--- config.mk ---
export PLATFORM = sky130hd
export DESIGN_NAME = global_history_manager
export DESIGN_NICKNAME = d
export VERILOG_FILES = /design/src/rtl/global_history_manager.sv
export SDC_FILE = /design/constraint.sdc
export NUM_CORES = 1
export LEC_CHECK = 0
export CELL_PAD_IN_SITES_DETAIL_PLACEMENT = 1
export CELL_PAD_IN_SITES_GLOBAL_PLACEMENT = 1
export CORE_MARGIN = 2
export CORE_UTILIZATION = 39
export CTS_BUF_LIST = sky130_fd_sc_hd__clkbuf_2 sky130_fd_sc_hd__clkbuf_4 sky130_fd_sc_hd__clkbuf_8
export DETAILED_ROUTE_END_ITERATION = 10
export PLACE_DENSITY = 0.85
export SYNTH_ARGS = -nofsm -noshare
export SYNTH_HDL_FRONTEND = slang
export SYNTH_SLANG_ARGS = --single-unit
--- constraint.sdc ---
create_clock -name clock -period 2.6 [get_ports clock]
set_clock_uncertainty 0.2 [all_clocks]
set_input_delay 0.52 -clock clock [delete_from_list [all_inputs] [get_ports clock]]
set_output_delay 0.52 -clock clock [all_outputs]
set_load 0.02 [all_outputs]
--- src/rtl/global_history_manager.sv ---
// Speculative global path history with an in-order checkpoint queue of predicted
// directions; commits resolved outcomes and repairs history on a mispredict.
module global_history_manager #(
    parameter int HIST_W = 12,
    parameter int DEPTH  = 8,
    parameter int CNT_W  = $clog2(DEPTH + 1)
) (
    input  logic              clock,
    input  logic              reset,
    input  logic              predict_valid,
    input  logic              predict_taken,
    output logic              predict_ready,
    input  logic              resolve_valid,
    input  logic              resolve_taken,
    output logic [HIST_W-1:0] path_history,
    output logic [HIST_W-1:0] commit_history,
    output logic              flush,
    output logic [CNT_W-1:0]  inflight_count,
    output logic              underflow_err
);

    localparam int PTR_W = (DEPTH > 1) ? $clog2(DEPTH) : 1;
    localparam logic [PTR_W-1:0] LAST_PTR = PTR_W'(DEPTH - 1);
    localparam logic [CNT_W-1:0] FULL_CNT = CNT_W'(DEPTH);

    logic [DEPTH-1:0] queueBits;
    logic [PTR_W-1:0] headPtr;
    logic [PTR_W-1:0] tailPtr;
    logic             pushEn;
    logic             popEn;
    logic             mispredict;
    logic             acceptPush;
    logic [PTR_W-1:0] headNext;
    logic [PTR_W-1:0] tailNext;

    // Readiness depends only on the registered count, so a same-cycle pop never unblocks a full queue
    assign predict_ready = (inflight_count != FULL_CNT);
    assign pushEn        = predict_valid && predict_ready;
    assign popEn         = resolve_valid && (inflight_count != '0);
    assign mispredict    = popEn && (queueBits[headPtr] != resolve_taken);
    assign acceptPush    = pushEn && !mispredict;
    assign headNext      = (headPtr == LAST_PTR) ? '0 : headPtr + PTR_W'(1);
    assign tailNext      = (tailPtr == LAST_PTR) ? '0 : tailPtr + PTR_W'(1);

    always_ff @(posedge clock) begin
        if (acceptPush) begin
            queueBits[tailPtr] <= predict_taken;
        end
    end

    always_ff @(posedge clock or posedge reset) begin
        if (reset) begin
            headPtr        <= '0;
            tailPtr        <= '0;
            inflight_count <= '0;
            path_history   <= '0;
            commit_history <= '0;
            flush          <= 1'b0;
            underflow_err  <= 1'b0;
        end else begin
            flush <= mispredict;
            if (resolve_valid && (inflight_count == '0)) begin
                underflow_err <= 1'b1;
            end
            if (popEn) begin
                commit_history <= {commit_history[HIST_W-2:0], resolve_taken};
            end
            // A mispredict rebuilds speculation from the architectural history and drops every younger entry
            if (mispredict) begin
                path_history   <= {commit_history[HIST_W-2:0], resolve_taken};
                headPtr        <= tailPtr;
                inflight_count <= '0;
            end else begin
                if (acceptPush) begin
                    tailPtr      <= tailNext;
                    path_history <= {path_history[HIST_W-2:0], predict_taken};
                end
                if (popEn) begin
                    headPtr <= headNext;
                end
                if (acceptPush && !popEn) begin
                    inflight_count <= inflight_count + CNT_W'(1);
                end else if (!acceptPush && popEn) begin
                    inflight_count <= inflight_count - CNT_W'(1);
                end
            end
        end
    end

endmodule

Yosys cells after proc, flatten, opt, wreduce, memory -nomap -nowiden --
Cells that the tools add are included.
Operators by class: add/subtract/negate cells 4, $lt $le $gt $ge 3, eq/ne operators 4, mux-type cells 14, bitwise logic cells 1, reduce and logical (&&, ||, !) cells 17
Operators with widths (number):
- $mux W12 | 2
- $mux W3 | 4
- $mux W4 | 3
- $bwmux W8 | 1
- $logic_and A1 B1 Y1 | 8
- $lt A3 B4 Y1 const B | 2
- $add A3 B1 Y3 const B | 2
- $eq A3 B3 Y1 const B | 2
- $add A4 B1 Y4 const B | 1
- $logic_not A4 Y1 | 1
- $ne A4 B4 Y1 const B | 1
- $reduce_bool A2 Y1 | 2
- $reduce_bool A4 Y1 | 1
- $sub A4 B1 Y4 const B | 1
- $bmux W1 S3 | 1
- $demux W1 S3 | 1
- $ge A3 B1 Y1 const B | 1
- $logic_not A1 Y1 | 3
- $reduce_bool A3 Y1 | 1
- $mux W1 | 2
- $reduce_and A2 Y1 | 1
- $ne A1 B1 Y1 | 1
- $not A1 Y1 | 1
Storage, ports and cells: register bits after elaboration 44, bits of input ports 6, output and inout bits 31, logic and storage cells 51

Logic depth before layout (Yosys ltp) --
Gate-level depths: netlist of run 1.
depth in word-level cells 11, mapped depth 9, mapped depth without buffers 7

Worst setup path before layout of run 1 --
No wires, ideal clock.
kind flip-flop to flip-flop, start point reg inflight_count[0], end point reg inflight_count[3], setup time 126 ps, arrival time 2329 ps, required time 2274 ps, slack -54 ps, cell stages (with the launch flop) 10, buffers on the path 2, clock period less this slack 2654 ps, path through dfrtp_1 -> buf_6 -> or4b_1 -> buf_2 -> nand3_1 -> ha_1 -> a31oi_1 -> and4_1 -> o21ai_0 -> nor3b_2
Between the ends: elaborated cells between the ends (all ways) 17, those cells by class add/sub (2); eq/ne (1); mux (3); reduce/logical (11)
RTL lines:
- start, declared | RTL line 18 | output logic [CNT_W-1:0] inflight_count,
- start signal, assigned | RTL line 82 | inflight_count <= inflight_count + CNT_W'(1);
- start signal, assigned | RTL line 84 | inflight_count <= inflight_count - CNT_W'(1);
- $ne A4 B4 Y1 (*) | RTL line 37 | assign predict_ready = (inflight_count != FULL_CNT);
- net predict_ready | RTL line 12 | output logic predict_ready,
- $logic_and A1 B1 Y1 (*) | RTL line 38 | assign pushEn = predict_valid && predict_ready;
- $logic_and A1 B1 Y1 (*) | RTL line 41 | assign acceptPush = pushEn && !mispredict;
- $logic_and A1 B1 Y1 or $logic_not A1 Y1 (tied branches) | RTL line 81, 83
- $mux W4 or $logic_and A1 B1 Y1 (tied branches) | RTL line 81, 83
- $mux W4 or $reduce_bool A3 Y1 (tied branches)
The timed path passes the listed nets; every way through them passes the cells marked *. The select of a mux whose other input is x is not followed. A chain may end at the register's enable or synchronous reset.

Worst setup path in the final report of run 1 --
start point reg inflight_count[1], end point reg inflight_count[3]
Between the ends: longest elaborated chain between the ends 8, elaborated cells between the ends (all ways) 17, those cells by class add/sub (2); eq/ne (1); mux (3); reduce/logical (11)
RTL lines:
- branches (longest 8 deep; another with $sub A4 B1 Y4)
Several ways; the timed one is not identified. The select of a mux whose other input is x is not followed.

==> reports/results.ini, run 1 <==
[cells_and_area]
fillers = 618
final_area_mm2 = 0.002953
antenna_cells = 0
final_common_cell = nand2_1
layout.nets = 275
final_cells = 336
drive_gt1_frac = 0.1780
final_cell_mix = nand2_1, clkdlybuf4s50_1, dfrtp_1
fin_util = 0.5297
area_growth_pct = 28.96

[floorplan]
die_x_um = 80.62
die_height_um = 80.62
io_pins = 37
core_area_mm2 = 0.005574
start_util = 0.4108
die_area_mm2 = 0.006500
fp-row-count = 27

[clock_tree]
ctsLongestPathBuffers = 2
root_buffer = clkbuf_8
hold_buffers = 0
clk_latency_ns = 0.31
clock_sinks = 44
cts-buffers-inserted = 5
clk_pin_slew_ns = 0.08
htreeDepth = 2
cts_tree = yes

[detailed_routing]
wl_per_cell_um = 17.62
wl_met1_um = 2600
drc_errors = 0
route.met2.wl_um = 2959
wl_met3_um = 238
vias = 1841
top_layer_used = met4
firstDrtPassIters = 4
viasPerCell = 5.479
drt_iter0_drc = 140
totalWireLength_um = 5920
antenna_left = 0

[logic_synthesis]
yosys_warnings = 0
yosysUniqueCellTypes = 51
netlist_instances = 214
synth_edf_count = 8
syn_avg_cell_area_um2 = 10.70
netlist_area_mm2 = 0.002290
synth-seq-cells = 44
synth_flop_cell = dfrtp_1
syn-num-nets = 226
synthArstFlopShare = 0.8182
ys_seq_area_frac = 0.4984

[global_routing]
grt_pass1_vias = 1985
grt_max_degree = 37
antenna_found_initial = 0
grtUsageTotal = 0.1996
grt_pass1_wl_um = 9777
grt_overflow_total = 0

[place]
hpwl_um = 4091
pre_cts_slack_ns = -0.07890
place_inst = 324
postPlaceCellArea_mm2 = 0.002774
portBuffers = 36
routabilityCongestion = 0.7609

[timing]
finalMaxSlewViolations = 0
slew_headroom = 0.6916
worstMarginPinSlew_ns = 0.4626
finalSetupTns_ns = 0
period_needed_ns = 2.533
layout_worst_path_cycle_share = 0.9744
max_freq_mhz = 394.7
finalHoldViolations = 0
timing.hold.ws_ns = 0.2895
setup_slack_ns = 0.06667
setup_viol = 0

[critical_path]
critPathTopFamily = simple AND/OR/NAND/NOR gates
crit_chain = or4b_1 > nand3_2 > ha_1 > a31oi_1 > and4_1 > o21ai_0 > nor3b_2
critPathSlowestCell = or4b_1
critPathBufInv = 0
crit_fanout = 8
cp-start-kind = register
end_kind = register
worst_ep_required_time_ns = 2.59
critPathMaxStageDelay_ns = 0.63
cp.depth = 7
worstPathArrival_ns = 2.53
worst-setup-path-type = reg2reg
ff2ff_path_depth = 7

[run_status]
outcome = finished clean

[power]
ir_drop_v = 0.0005803
leakage_nw = 1.299
power_mw = 3.847
p_per_area_mw_per_mm2 = 1303

[min_path]
hold_path_class = reg2reg
hold_depth = 1

[job]
cap_viol_max_count = 0

==> sequential cells by signal, indices dropped and copies added, names as in the netlist <==
name,cells
headPtr,3
path_history,12
commit_history,12
flush,1
tailPtr,3
inflight_count,4
underflow_err,1
queueBits,8
==> cell usage after synthesis, types with 2 or more instances <==
| cell | instances | area (um2) |
|---|---|---|
| clkbuf_1 | 6 | 22.52 |
| nand2b_1 | 3 | 18.77 |
| nor3_1 | 2 | 10.01 |
| and4_1 | 2 | 17.52 |
| nand2_1 | 39 | 146.4 |
| mux2i_1 | 14 | 140.1 |
| inv_1 | 3 | 11.26 |
| and4b_1 | 2 | 20.02 |
| dfrtp_1 | 36 | 900.9 |
| a21o_1 | 2 | 15.01 |
| nor2_1 | 8 | 30.03 |
| and3_1 | 2 | 12.51 |
| a21oi_1 | 4 | 20.02 |
| buf_6 | 3 | 33.78 |
| nor2b_1 | 2 | 12.51 |
| mux2_4 | 3 | 45.04 |
| ha_1 | 6 | 75.07 |
| nor4_1 | 2 | 12.51 |
| edfxtp_1 | 8 | 240.2 |
| o21ai_0 | 26 | 130.1 |
| nand3_1 | 4 | 20.02 |
| a31oi_1 | 4 | 25.02 |
| mux2_2 | 2 | 22.52 |
| a21oi_2 | 2 | 17.52 |
| o21ai_1 | 2 | 10.01 |
| buf_2 | 2 | 10.01 |
==> kinds of logic after synthesis <==
group                    share of synthesized area
AO/OA/AOI/OAI                               0.1432
adder cells (fa/ha/maj)                    0.03279
multiplexers                               0.09071
buffers and inverters                      0.03716
XOR/XNOR                                   0.01585
AND/OR/NAND/NOR                             0.1820
flip-flops                                  0.4984
==> power breakdown <==
part | total [mW] | switching (mW) | internal [mW]
sequential | 1.26 | 0.303 | 0.957
clock | 0.641 | 0.246 | 0.395
combinational | 1.95 | 1.02 | 0.922
==> worst paths after layout <==
path | from | endpoint | slack, ns
min reg2reg | underflow_err | underflow_err | 0.29
min in group asynchronous | reset | headPtr[1] | 0.42
max reg2reg | inflight_count[1] | inflight_count[3] | 0.07
max | inflight_count[1] | inflight_count[3] | 0.07
max in group asynchronous | reset | inflight_count[1] | 1.43
min | underflow_err | underflow_err | 0.29
==> routing by layer <==
layer | vias to the layer above | global-route usage
met3 | 13 | 0.04944
met1 | 928 | 0.2462
met4 | 0 | 0.07288
li1 | 864 | -
met5 | - | 0
met2 | 36 | 0.3375
==> repair_timing <==
| item | in CTS | in global routing |
|---|---|---|
| pin swaps | 0 | 1 |
| resized for setup | 1 | 3 |
| endpoints found under the setup margin | 1 | 5 |
| cloned | 0 | 0 |
| buffers inserted | 0 | 4 |
==> worst register-to-register path, delay by kind of cell (launching register included) <==
kind / cells / cell delay (ns)
AND/OR/NAND/NOR: 4 / 1.18
flip-flops: 1 / 0.49
AO/OA/AOI/OAI: 2 / 0.29
adder cells (fa/ha/maj): 1 / 0.27
==> layout make-up <==
| cell class | count | area (um2) | share of cell area |
|---|---|---|---|
| tap | 72 | 90.09 | 0.03051 |
| clock buffer | 6 | 76.32 | 0.02585 |
| multi-input combinational | 155 | 1077 | 0.3648 |
| sequential | 44 | 1144 | 0.3873 |
| clock inverter | 2 | 60.06 | 0.02034 |
| timing repair buffer | 54 | 494.2 | 0.1674 |
| inverter | 3 | 11.26 | 0.003814 |
No activity file was read; power rests on OpenSTA's default activity.
==> run 2, diff against run 1 <==
==> constraint.sdc (replaced) <==
create_clock -name clock -period 2.2 [get_ports clock]
set_clock_uncertainty 0.2 [all_clocks]
set_input_delay 0.44 -clock clock [delete_from_list [all_inputs] [get_ports clock]]
set_output_delay 0.44 -clock clock [all_outputs]
set_load 0.02 [all_outputs]
==> run 2 against run 1 <==
The run now ends with setup timing left. Power rose by 41%. Largest power group unchanged. Utilization up 9.0 points. First-iteration DRC count rose by 7.9%. Sequential cell count unchanged. Via count increased by 12%. Sequential power is 18% higher. Highest routed layer unchanged. Worst setup slack worse by 0.38 ns. Cell area grew 17%. Fmax grew 0.71%. Clock power increased by 0.6%. Global-route usage is 3.6 points higher.
==> reports/results.ini, run 2 (synthesis results as in run 1) <==
[cells_and_area]
final_common_cell = nand2_1
layout.nets = 309  ; +12%
fillers = 591  ; -4.4%
final_cell_mix = nand2_1, buf_4, clkdlybuf4s50_1
area_growth_pct = 50.76
antenna_cells = 0  ; unchanged
ff_latch_area_mm2 = 0.001146  ; +0.22%
drive_gt1_frac = 0.3490  ; +0.1710
reg_top3 = commit_history: 12 flops, path_history: 12 flops, queueBits: 8 flops
multi_input_area_mm2 = 0.001275  ; +18%
fin_util = 0.6193  ; +0.08956

[global_routing]
grt_overflow_total = 0  ; unchanged
grt_use_met3 = 0.05056  ; +0.001124
grtUsageTotal = 0.2359  ; +0.03632
grt_max_degree = 29  ; -22%
antenna_found_initial = 0  ; unchanged
grt_pass1_wl_um = 11360  ; +16%
grt_pass1_vias = 2190  ; +10%
use_met2 = 0.4242  ; +0.08667
grt_util_met1 = 0.2777  ; +0.03148
top_usage_layer = met2

[place]
hpwl_um = 4496  ; +9.9%
pre_cts_slack_ns = -0.3270  ; -0.2481 ns
portBuffers = 36  ; unchanged
routabilityCongestion = 0.8529  ; +12%

[detailed_routing]
vias = 2067  ; +12%
drc_errors = 0  ; unchanged
drt_iter0_drc = 151  ; +7.9%
viasPerCell = 5.586  ; +2.0%
antenna_left = 0  ; unchanged
totalWireLength_um = 7909  ; +34%
firstDrtPassIters = 4  ; unchanged
wl_per_cell_um = 21.38  ; +21%

[floorplan]
die_height_um = 80.62  ; unchanged
die_x_um = 80.62  ; unchanged
io_pins = 37  ; unchanged
core_area_mm2 = 0.005574  ; unchanged
start_util = 0.4108  ; unchanged
fp-row-count = 27  ; unchanged
die_area_mm2 = 0.006500  ; unchanged

[timing]
slew_headroom = 0.6934  ; +0.001819
setup_viol = 13  ; +13
setup_slack_ns = -0.3155  ; -0.3821 ns
max_freq_mhz = 397.5  ; +0.71%
worstMarginPinSlew_ns = 0.4593  ; -0.003233 ns
finalMaxSlewViolations = 0  ; unchanged
layout_worst_path_cycle_share = 1.143  ; +0.1690
rsz0062_at_grt = true
finalHoldViolations = 0  ; unchanged
period_needed_ns = 2.515  ; -0.01787 ns

[clock_tree]
cts-buffers-inserted = 5  ; unchanged
clk_pin_slew_ns = 0.09  ; about the same
hold_buffers = 0  ; unchanged
cts_tree = yes
htreeDepth = 2  ; unchanged
clock_sinks = 44  ; unchanged
root_buffer = clkbuf_8
clk_latency_ns = 0.31  ; about the same
ctsLongestPathBuffers = 2  ; unchanged

[power]
power_mw = 5.433  ; +41%
leakage_nw = 1.510  ; +16%
ir_drop_v = 0.0008289  ; +43%
p_per_area_mw_per_mm2 = 1574  ; +21%

[critical_path]
cp-start-kind = register
crit_fanout = 3  ; -5
worst-setup-path-type = reg2reg
end_kind = register
worst_ep_required_time_ns = 2.23  ; -0.36 ns
worstPathArrival_ns = 2.55  ; +0.02 ns

[run_status]
outcome = finished with violations
violations = setup timing

[min_path]
hold_path_class = in2async

[job]
cap_viol_max_count = 0  ; unchanged

-- run 2: per-stage QoR --
stage / TNS [ns] / hold WS (ns) / instances / instance area [um2]
after floorplan: -1.613 / 0.3389 / 214 / 2332
after global placement: -2.445 / 0.2404 / 343 / 2975
after detailed placement: -3.380 / 0.2731 / 343 / 2975
after CTS: -1.096 / 0.2490 / 363 / 3284
after global routing: -3.225 / 0.2645 / 370 / 3452
final: -2.100 / 0.2280 / 370 / 3452
-- run 2: power by group --
group	leakage [nW]	switching, mW	internal, mW
Sequential	0.522	0.354	1.14
Clock	0.0558	0.308	0.337
Combinational	0.932	1.66	1.63
Total	1.51	2.33	3.11
-- run 2: what timing repair did --
item,in CTS,in global routing
setup buffers,11,12
pin swaps,9,17
resized for setup,27,30
endpoints found under the setup margin,22,29
gates cloned,1,1
-- run 2: metal layers --
metal,wire length [um],part of all wire,vias up
met4,165,0.021,0
met3,299,0.038,17
li1,-,-,932
met2,4124,0.52,56
met1,3319,0.42,1062
met5,0,0,-
-- run 2: final timing paths --
check / startpoint / end / slack (ns) / cells after the start
worst max-delay path: inflight_count[3] / inflight_count[3] / -0.32 / 9
worst min-delay path: reset / inflight_count[3] / 0.23 / 2
worst max register to register: inflight_count[3] / inflight_count[3] / -0.32 / 9
worst min register to register: commit_history[11] / commit_history[11] / 0.30 / 2
max in group asynchronous: reset / path_history[1] / 1.05 / 3
min in group clock: commit_history[11] / commit_history[11] / 0.30 / 2
-- run 2: area by class of cell --
class,count,area share
clock buffers,5,0.01993
multi-input cells,155,0.3693
flip-flops and latches,44,0.3320
inverters,3,0.003262
well taps,72,0.02610
repair buffers,88,0.2370
clock inverters,3,0.01232
-- run 2: worst max-delay path, cell delays in order (launching register included) --
cell and delay, ns:
dfrtp_1 0.41, buf_6 0.13, o41ai_4 0.33, buf_4 0.19
nand3_4 0.09, ha_4 0.31, o211ai_1 0.16, and4_1 0.27
o21ai_1 0.14, nor3b_2 0.20
==> run 3, diff against run 2 <==
--- a/config.mk
+++ b/config.mk
@@ -11,7 +11,9 @@
 export CORE_UTILIZATION = 39
 export CTS_BUF_LIST = sky130_fd_sc_hd__clkbuf_2 sky130_fd_sc_hd__clkbuf_4 sky130_fd_sc_hd__clkbuf_8
 export DETAILED_ROUTE_END_ITERATION = 10
+export HOLD_SLACK_MARGIN = 0.08
 export PLACE_DENSITY = 0.85
+export RECOVER_POWER = 25
 export SYNTH_ARGS = -nofsm -noshare
 export SYNTH_HDL_FRONTEND = slang
 export SYNTH_SLANG_ARGS = --single-unit
==> constraint.sdc (replaced) <==
create_clock -name clock -period 2.02 [get_ports clock]
set_clock_uncertainty 0.2 [all_clocks]
set_input_delay 0.404 -clock clock [delete_from_list [all_inputs] [get_ports clock]]
set_output_delay 0.404 -clock clock [all_outputs]
set_load 0.02 [all_outputs]
==> run 3 against run 2 <==
The flow still finishes with violations (setup timing). Cell area up 7.3%. Die area is the same. Sequential cell count did not move. Via count increased by 3.4%. Non-clock buffer count rose by 5. Fmax increased by 4.2%. Combinational power rose by 20%. Sequential power grew 15%. Largest power group unchanged. Sequential share of layout area is 2.3 points lower. Highest routed layer unchanged.
==> reports/results.ini, run 3 (synthesis results as in run 1) <==
[floorplan]
die_x_um = 80.62  ; unchanged
core_area_mm2 = 0.005574  ; unchanged
die_height_um = 80.62  ; unchanged
die_area_mm2 = 0.006500  ; unchanged
io_pins = 37  ; unchanged
start_util = 0.4108  ; unchanged
fp-row-count = 27  ; unchanged

[timing]
finalMaxSlewViolations = 0  ; unchanged
setup_viol = 33  ; +20
layout_worst_path_cycle_share = 1.195  ; +0.05174
worstMarginPinSlew_ns = 0.7225  ; +0.2632 ns
finalSetupTns_ns = -9.275  ; -7.175 ns
slew_headroom = 0.5183  ; -0.1751
rsz0062_at_grt = true
max_freq_mhz = 414.2  ; +4.2%
finalHoldViolations = 0  ; unchanged
setup_slack_ns = -0.3942  ; -0.07871 ns
period_needed_ns = 2.414  ; -0.1013 ns
timing.hold.ws_ns = 0.2896  ; +0.06156 ns

[detailed_routing]
viasPerCell = 5.699  ; +2.0%
firstDrtPassIters = 4  ; unchanged
drt_iter0_drc = 66  ; -56%
antenna_left = 0  ; unchanged
drc_errors = 0  ; unchanged
vias = 2137  ; +3.4%
totalWireLength_um = 9058  ; +15%
wl_per_cell_um = 24.15  ; +13%

[cells_and_area]
final_cell_mix = nand2_1, buf_4, dfrtp_1
final_area_mm2 = 0.003705  ; +7.3%
layout.nets = 314  ; +1.6%
final_cells = 375  ; +1.4%
area_growth_pct = 61.80
fin_util = 0.6646  ; +0.04534
antenna_cells = 0  ; unchanged
final_common_cell = nand2_1
reg_top3 = commit_history: 12 flops, path_history: 12 flops, queueBits: 8 flops
drive_gt1_frac = 0.4323  ; +0.08335

[global_routing]
grtUsageTotal = 0.2621  ; +0.02618
antenna_found_initial = 0  ; unchanged
grt_pass1_vias = 2283  ; +4.2%
grt_overflow_total = 0  ; unchanged
grt_max_degree = 29  ; unchanged
grt_pass1_wl_um = 12420  ; +9.3%

[clock_tree]
clk_latency_ns = 0.33  ; +0.02 ns
root_buffer = clkbuf_8
clk_pin_slew_ns = 0.12  ; +0.03 ns
ctsLongestPathBuffers = 2  ; unchanged
cts_tree = yes
cts-buffers-inserted = 5  ; unchanged
htreeDepth = 2  ; unchanged
clock_sinks = 44  ; unchanged

[power]
ir_drop_v = 0.0007258  ; -12%
leakage_nw = 1.658  ; +9.8%
power_mw = 6.674  ; +23%
p_per_area_mw_per_mm2 = 1801  ; +14%

[critical_path]
crit_chain = buf_4 > o41ai_4 > buf_4 > nand3_4 > o21a_1 > ha_2 > a21o_1 > a221o_1 > a21oi_2
crit_fanout = 4  ; +1
critPathMaxStageDelay_ns = 0.46  ; +0.05 ns
critPathTopFamily = compound AO/OA/AOI/OAI gates
end_kind = register
crit_path_frequent_cell = buf_4
critPathSlowestCell = dfrtp_2
worstPathArrival_ns = 2.47  ; -0.08 ns
worst-setup-path-type = reg2reg
critPathBufInv = 2  ; unchanged
rrSetupSlack_ns = -0.39  ; -0.08 ns
cp-start-kind = register
worst_ep_required_time_ns = 2.08  ; -0.15 ns

[place]
hpwl_um = 4819  ; +7.2%
routabilityCongestion = 0.8059  ; -5.5%
portBuffers = 36  ; unchanged
postPlaceCellArea_mm2 = 0.003043  ; +2.3%
place_inst = 350  ; +2.0%
pre_cts_slack_ns = -0.5150  ; -0.1880 ns

[run_status]
outcome = finished with violations
violations = setup timing

[job]
cap_viol_max_count = 0  ; unchanged

[min_path]
hold_path_class = reg2reg

-- run 3: final timing paths --
path / start / end / depth (start not counted)
setup reg to reg: inflight_count[1] / inflight_count[2] / 9
hold / removal: underflow_err / underflow_err / 1
setup / recovery: inflight_count[1] / inflight_count[2] / 9
min in group asynchronous: reset / inflight_count[1] / 2
hold reg to reg: underflow_err / underflow_err / 1
max in group asynchronous: reset / commit_history[6] / 3
-- run 3: what timing repair did --
action,in CTS,in global routing
setup endpoints to repair,35,35
pin swaps,12,22
gates resized for setup,52,60
setup buffers,14,11
gates cloned,1,0
hold buffers,0,0
hold endpoints to repair,0,0
-- run 3: worst reg2reg max path: cells and delay by family (launching register included) --
family | cells | cell delay (ns)
compound gates | 5 | 1.06
flops | 1 | 0.46
buf+inv | 2 | 0.34
fa+ha+maj | 1 | 0.18
simple gates | 1 | 0.10
-- run 3: where the power goes --
group / leakage, nW / switching [mW] / total, mW / internal (mW)
sequential: 0.522 / 0.482 / 1.72 / 1.24
clock: 0.0784 / 0.368 / 0.987 / 0.619
combinational: 1.06 / 1.99 / 3.97 / 1.98
-- run 3: per-layer routing --
metal  share of wire  routed length (um)  track usage  vias to the layer above
li1                -                   -            -                      951
met1            0.42                3779       0.3231                     1096
met2            0.52                4704       0.4508                       67
met3           0.032                 292      0.04944                       23
met4           0.031                 282       0.1034                        0
met5               0                   0            0                        -
-- run 3: final cells by class --
class	count	area (um2)
Sequential cell	44	1146
Fill cell	564	1869
Inverter	3	11.26
Tap cell	72	90.09
Timing Repair Buffer	93	884.6
Clock buffer	5	68.82
Multi-Input combinational cell	155	1414
Clock inverter	3	90.09
==> patch 1 (config.mk and constraints of run 1) <==
The parameter `DEPTH` goes from 8 to 16.
--- a/src/rtl/global_history_manager.sv
+++ b/src/rtl/global_history_manager.sv
@@ -4,3 +4,3 @@
     parameter int HIST_W = 12,
-    parameter int DEPTH  = 8,
+    parameter int DEPTH  = 16,
     parameter int CNT_W  = $clog2(DEPTH + 1)
Ports: changed (resized inflight_count); port bits go from 37 to 38. No check against the original RTL was run, so the function may have changed too.
==> patch 1 against run 1 <==
Routed wire length rose by 21%; fmax down 9.3%; cell area increased by 20%; highest routed layer unchanged; sequential cell count grew 11; the flow now finishes with violations (negative setup slack); setup slack worse by 0.26 ns; synthesized area is 18% higher; power increased by 29%; count of clock-buffer cells in the layout is 1 higher.
==> patch 1: results (changes against run 1) <==
- Synth Net Count: 264 (+17%)
- Global-route wire length before repair: 11,900 microns (+22%)
- Slack of the critical path: -0.1926 ns (-0.2592 ns)
- Vias/cell: 5.326 (-2.8%)
- Leak: 1.515 nW (+17%)
- Setup TNS: -4.652 ns (-4.652 ns)
- Layout cell share with drive strength beyond 1: 21.61% (+3.8 points)
- Worst r2r dst: headPtr[2]
- Multiplexer share of the synthesized area: 11.29% (+2.2 points)
- # setup viols final: 39 (+39)
- Register area share after synthesis: 53.86% (+4.0 points)
- Tightest Pin Transition: 0.5221 ns (+0.05953 ns)
- NumNets Final: 324 (+18%)
- Top cells by area, synth: dfrtp_1, edfxtp_1, mux2i_1
- GRT Util Overall: 20.46% (+0.51 points)
- Cell variety after synth: 41 (-20%)
- Status: finished, violations left
- Vias in the first global route: 2,258 (+14%)
- Gpl congestion: 0.8666 (+14%)
- Cell family with most CP delay: multiplexers
- Critical Path Slowest Stage Cell: mux4_2
- Largest net degree at the start of global routing: 40 (+8.1%)
- Slowest stage delay, CP: 0.56 ns (-0.07 ns)
- Synth Area in XOR/XNOR: 2.314% (+0.73 points)
- Pre-CTS setup slack: -0.2858 ns (-0.2069 ns)
- DRT Wirelength: 7183 microns (+21%)
- Adder-Cell Fraction of Synth Area: 4.442% (+1.2 points)
- Critical path arrival: 2.78 ns (+0.25 ns)
- Synth Area in Compound Gates: 9.857% (-4.5 points)
- Async SR Flop Fraction: 70.91% (-11 points)
- Clock slew seen by the registers of the worst setup and hold paths: 0.10 ns (+0.02 ns)
- Commonest cells post-synth: nand2_1, dfrtp_1, nor2_1
- Violations in the final reports: negative setup slack
[patch 1: cell types whose count changed after synthesis, sizes merged, moves of 3 or more]
cell,run 1,this run
nor3,3,16
inv,3,10
dfrtp,36,39
nand3,4,1
a21oi,6,15
o21ai,28,6
nor2,9,18
mux4,0,5
o211ai,1,5
xnor2,2,5
mux2i,14,17
mux2,5,2
edfxtp,8,16
[patch 1: power by group]
| part | leakage, nW | internal [mW] | total (mW) | switching, mW |
|---|---|---|---|---|
| combinational | 0.845 | 1.42 | 2.85 | 1.44 |
| sequential | 0.619 | 1.21 | 1.59 | 0.379 |
| clock | 0.0505 | 0.243 | 0.528 | 0.285 |
[patch 1: what timing repair did]
item,in CTS,in global routing
gates resized for setup,4,8
pin swaps,9,13
gates cloned,0,0
setup endpoints to repair,42,41
setup buffers,3,4
[patch 1: routing by layer]
layer,GRT usage [%],part of all wire (%),vias up,wire length (microns)
met5,0,0,-,0
met4,5.035,1.3,0,92
met3,3.886,2.5,7,178
met2,34.99,52,24,3759
met1,26.83,44,1057,3152
li1,-,-,989,-
[patch 1: worst min-delay path by stage]
stage / endpoint / slack (ns)
after floorplan: headPtr[1] / 0.33
after global placement: underflow_err / 0.24
after detailed placement: underflow_err / 0.25
after CTS: underflow_err / 0.27
after global routing: underflow_err / 0.30
final: underflow_err / 0.27
[patch 1: cell type report]
type | instances | area, sq um
Clock buffer | 7 | 96.34
Clock inverter | 1 | 7.507
Fill cell | 732 | 3216
Inverter | 10 | 37.54
Multi-Input combinational cell | 169 | 1230
Sequential cell | 55 | 1460
Tap cell | 80 | 100.1
Timing Repair Buffer | 68 | 609.3
[patch 1: per-stage QoR]
step	cell area [sq um]	std cells
2_1_floorplan	2766	249
3_3_place_gp	3333	375
3_5_place_dp	3333	375
4_1_cts	3467	386
5_1_grt	3541	390
6_report	3541	390
==> patch 2 (config.mk and constraints of run 1) <==
Without the edit above. Put one more register stage on the output `inflight_count`. The value now appears one clock later. The other outputs are not delayed to match.
--- a/src/rtl/global_history_manager.sv
+++ b/src/rtl/global_history_manager.sv
@@ -25,2 +25,4 @@
 
+    logic [CNT_W-1:0] inflight_count_s0;
+
     logic [DEPTH-1:0] queueBits;
@@ -36,5 +38,5 @@
     // Readiness depends only on the registered count, so a same-cycle pop never unblocks a full queue
-    assign predict_ready = (inflight_count != FULL_CNT);
+    assign predict_ready = (inflight_count_s0 != FULL_CNT);
     assign pushEn        = predict_valid && predict_ready;
-    assign popEn         = resolve_valid && (inflight_count != '0);
+    assign popEn         = resolve_valid && (inflight_count_s0 != '0);
     assign mispredict    = popEn && (queueBits[headPtr] != resolve_taken);
@@ -54,3 +56,3 @@
             tailPtr        <= '0;
-            inflight_count <= '0;
+            inflight_count_s0 <= '0;
             path_history   <= '0;
@@ -61,3 +63,3 @@
             flush <= mispredict;
-            if (resolve_valid && (inflight_count == '0)) begin
+            if (resolve_valid && (inflight_count_s0 == '0)) begin
                 underflow_err <= 1'b1;
@@ -71,3 +73,3 @@
                 headPtr        <= tailPtr;
-                inflight_count <= '0;
+                inflight_count_s0 <= '0;
             end else begin
@@ -81,5 +83,5 @@
                 if (acceptPush && !popEn) begin
-                    inflight_count <= inflight_count + CNT_W'(1);
+                    inflight_count_s0 <= inflight_count_s0 + CNT_W'(1);
                 end else if (!acceptPush && popEn) begin
-                    inflight_count <= inflight_count - CNT_W'(1);
+                    inflight_count_s0 <= inflight_count_s0 - CNT_W'(1);
                 end
@@ -89,2 +91,6 @@
 
+    always_ff @(posedge clock) begin
+        inflight_count <= inflight_count_s0;
+    end
+
 endmodule
Formal check against the unedited RTL: not equivalent (a bounded check fails within 4 cycles, from zero or initial values and one cycle with reset high).
==> patch 2 against run 1 <==
Critical path type unchanged; setup slack better by 0.093 ns; sequential cell count up 4; combinational power is 5% lower; synthesized area is 3.5% higher; power shrank 5.2%; cell area about the same; routed wire length decreased by 8.0%; via count down 1.8%; highest routed layer unchanged; largest power group unchanged.
==> patch 2: results (changes against run 1) <==
- Critical path arrival: 2.43 ns (-0.10 ns)
- DRT Wirelength: 5449 microns (-8.0%)
- P_seq: 1.34 mW (+6%)
- Met3 Usage GRT: 2.967% (-2.0 points)
- Global-route wire length before repair: 9073 microns (-7.2%)
- CTS sink cnt: 48 (+9.1%)
- Register area: 0.001222 sq mm (+6.9%)
- Pre-CTS setup slack: -0.02994 ns (+0.04897 ns)
- NonClk Buf Share: 15.98% (-0.76 points)
- WL met2: 2809 microns (-5.1%)
- Commonest cells post-synth: nand2_1, dfrtp_1, o21ai_0
- GRT Util Overall: 17.94% (-2.0 points)
- Cell variety after synth: 55 (+7.8%)
- Fillers: 661 (+7.0%)
- Synth Area in Compound Gates: 14.20% (-0.11 points)
- Async SR Flop Fraction: 75.00% (-6.8 points)
- Met2 Use GR: 31.46% (-2.3 points)
- Multiplexer share of the synthesized area: 8.289% (-0.78 points)
- VDD IR max: 0.5744 mV (-1.0%)
- Synth Net Count: 229 (+1.3%)
- Met1 WL: 2443 microns (-6.0%)
- Worst r2r dst: inflight_count_s0[3]
- Tightest Pin Transition: 0.4524 ns (-0.01022 ns)
- GR Layer Usage met1: 22.37% (-2.3 points)
- Post-DP HPWL: 3824 microns (-6.5%)
- Vias in the first global route: 1,895 (-4.5%)
- CP Max Fanout: 4 (-4)
- Vias/cell: 5.333 (-2.7%)
- Status: complete, no violations
- Signal buffers: 51 (-5.6%)
- Layout cell share with drive strength beyond 1: 15.53% (-2.3 points)
- Critical Path Slowest Stage Cell: or4b_4
- Crit path launch: inflight_count_s0[0]
- Synth Area in XOR/XNOR: 1.373% (-0.21 points)
- Gpl congestion: 0.8166 (+7.3%)
- Fraction of area in multi-input gates: 36.07% (-0.41 points)
- Adder-Cell Fraction of Synth Area: 3.168% (-0.11 points)
- Multi-In Gates: 154 (-0.65%)
- Register area share after synthesis: 51.53% (+1.7 points)
- Drt initial violations: 69 (-51%)
- Final Hold Slack: 0.2635 ns (-0.02602 ns)
[patch 2: changes by cell type in the layout (fill, tap and decap cells not counted), sizes merged]
cell | before | now
bufinv | 2 | 0
clkinv | 0 | 1
clkinvlp | 0 | 1
buf | 18 | 15
dfxtp | 0 | 4
nor2b | 2 | 1
[patch 2: metrics by stage]
stage / std cells / total power, mW / instance area (sq um) / util, %
2_1_floorplan: 217 / 2.480 / 2370 / -
3_5_place_dp: 331 / 3.205 / 2854 / 48.49
4_1_cts: 339 / 3.667 / 2940 / 49.96
5_1_grt: 339 / 3.942 / 2952 / 50.15
3_3_place_gp: 331 / 3.122 / 2854 / 48.49
6_report: 339 / 3.646 / 2952 / 50.15
[patch 2: critical path: cells and delay by family (launching register included)]
kind / cells / cell delay [ns]
compound gates: 2 / 0.29
fa+ha+maj: 1 / 0.29
flops: 1 / 0.44
simple gates: 4 / 1.12
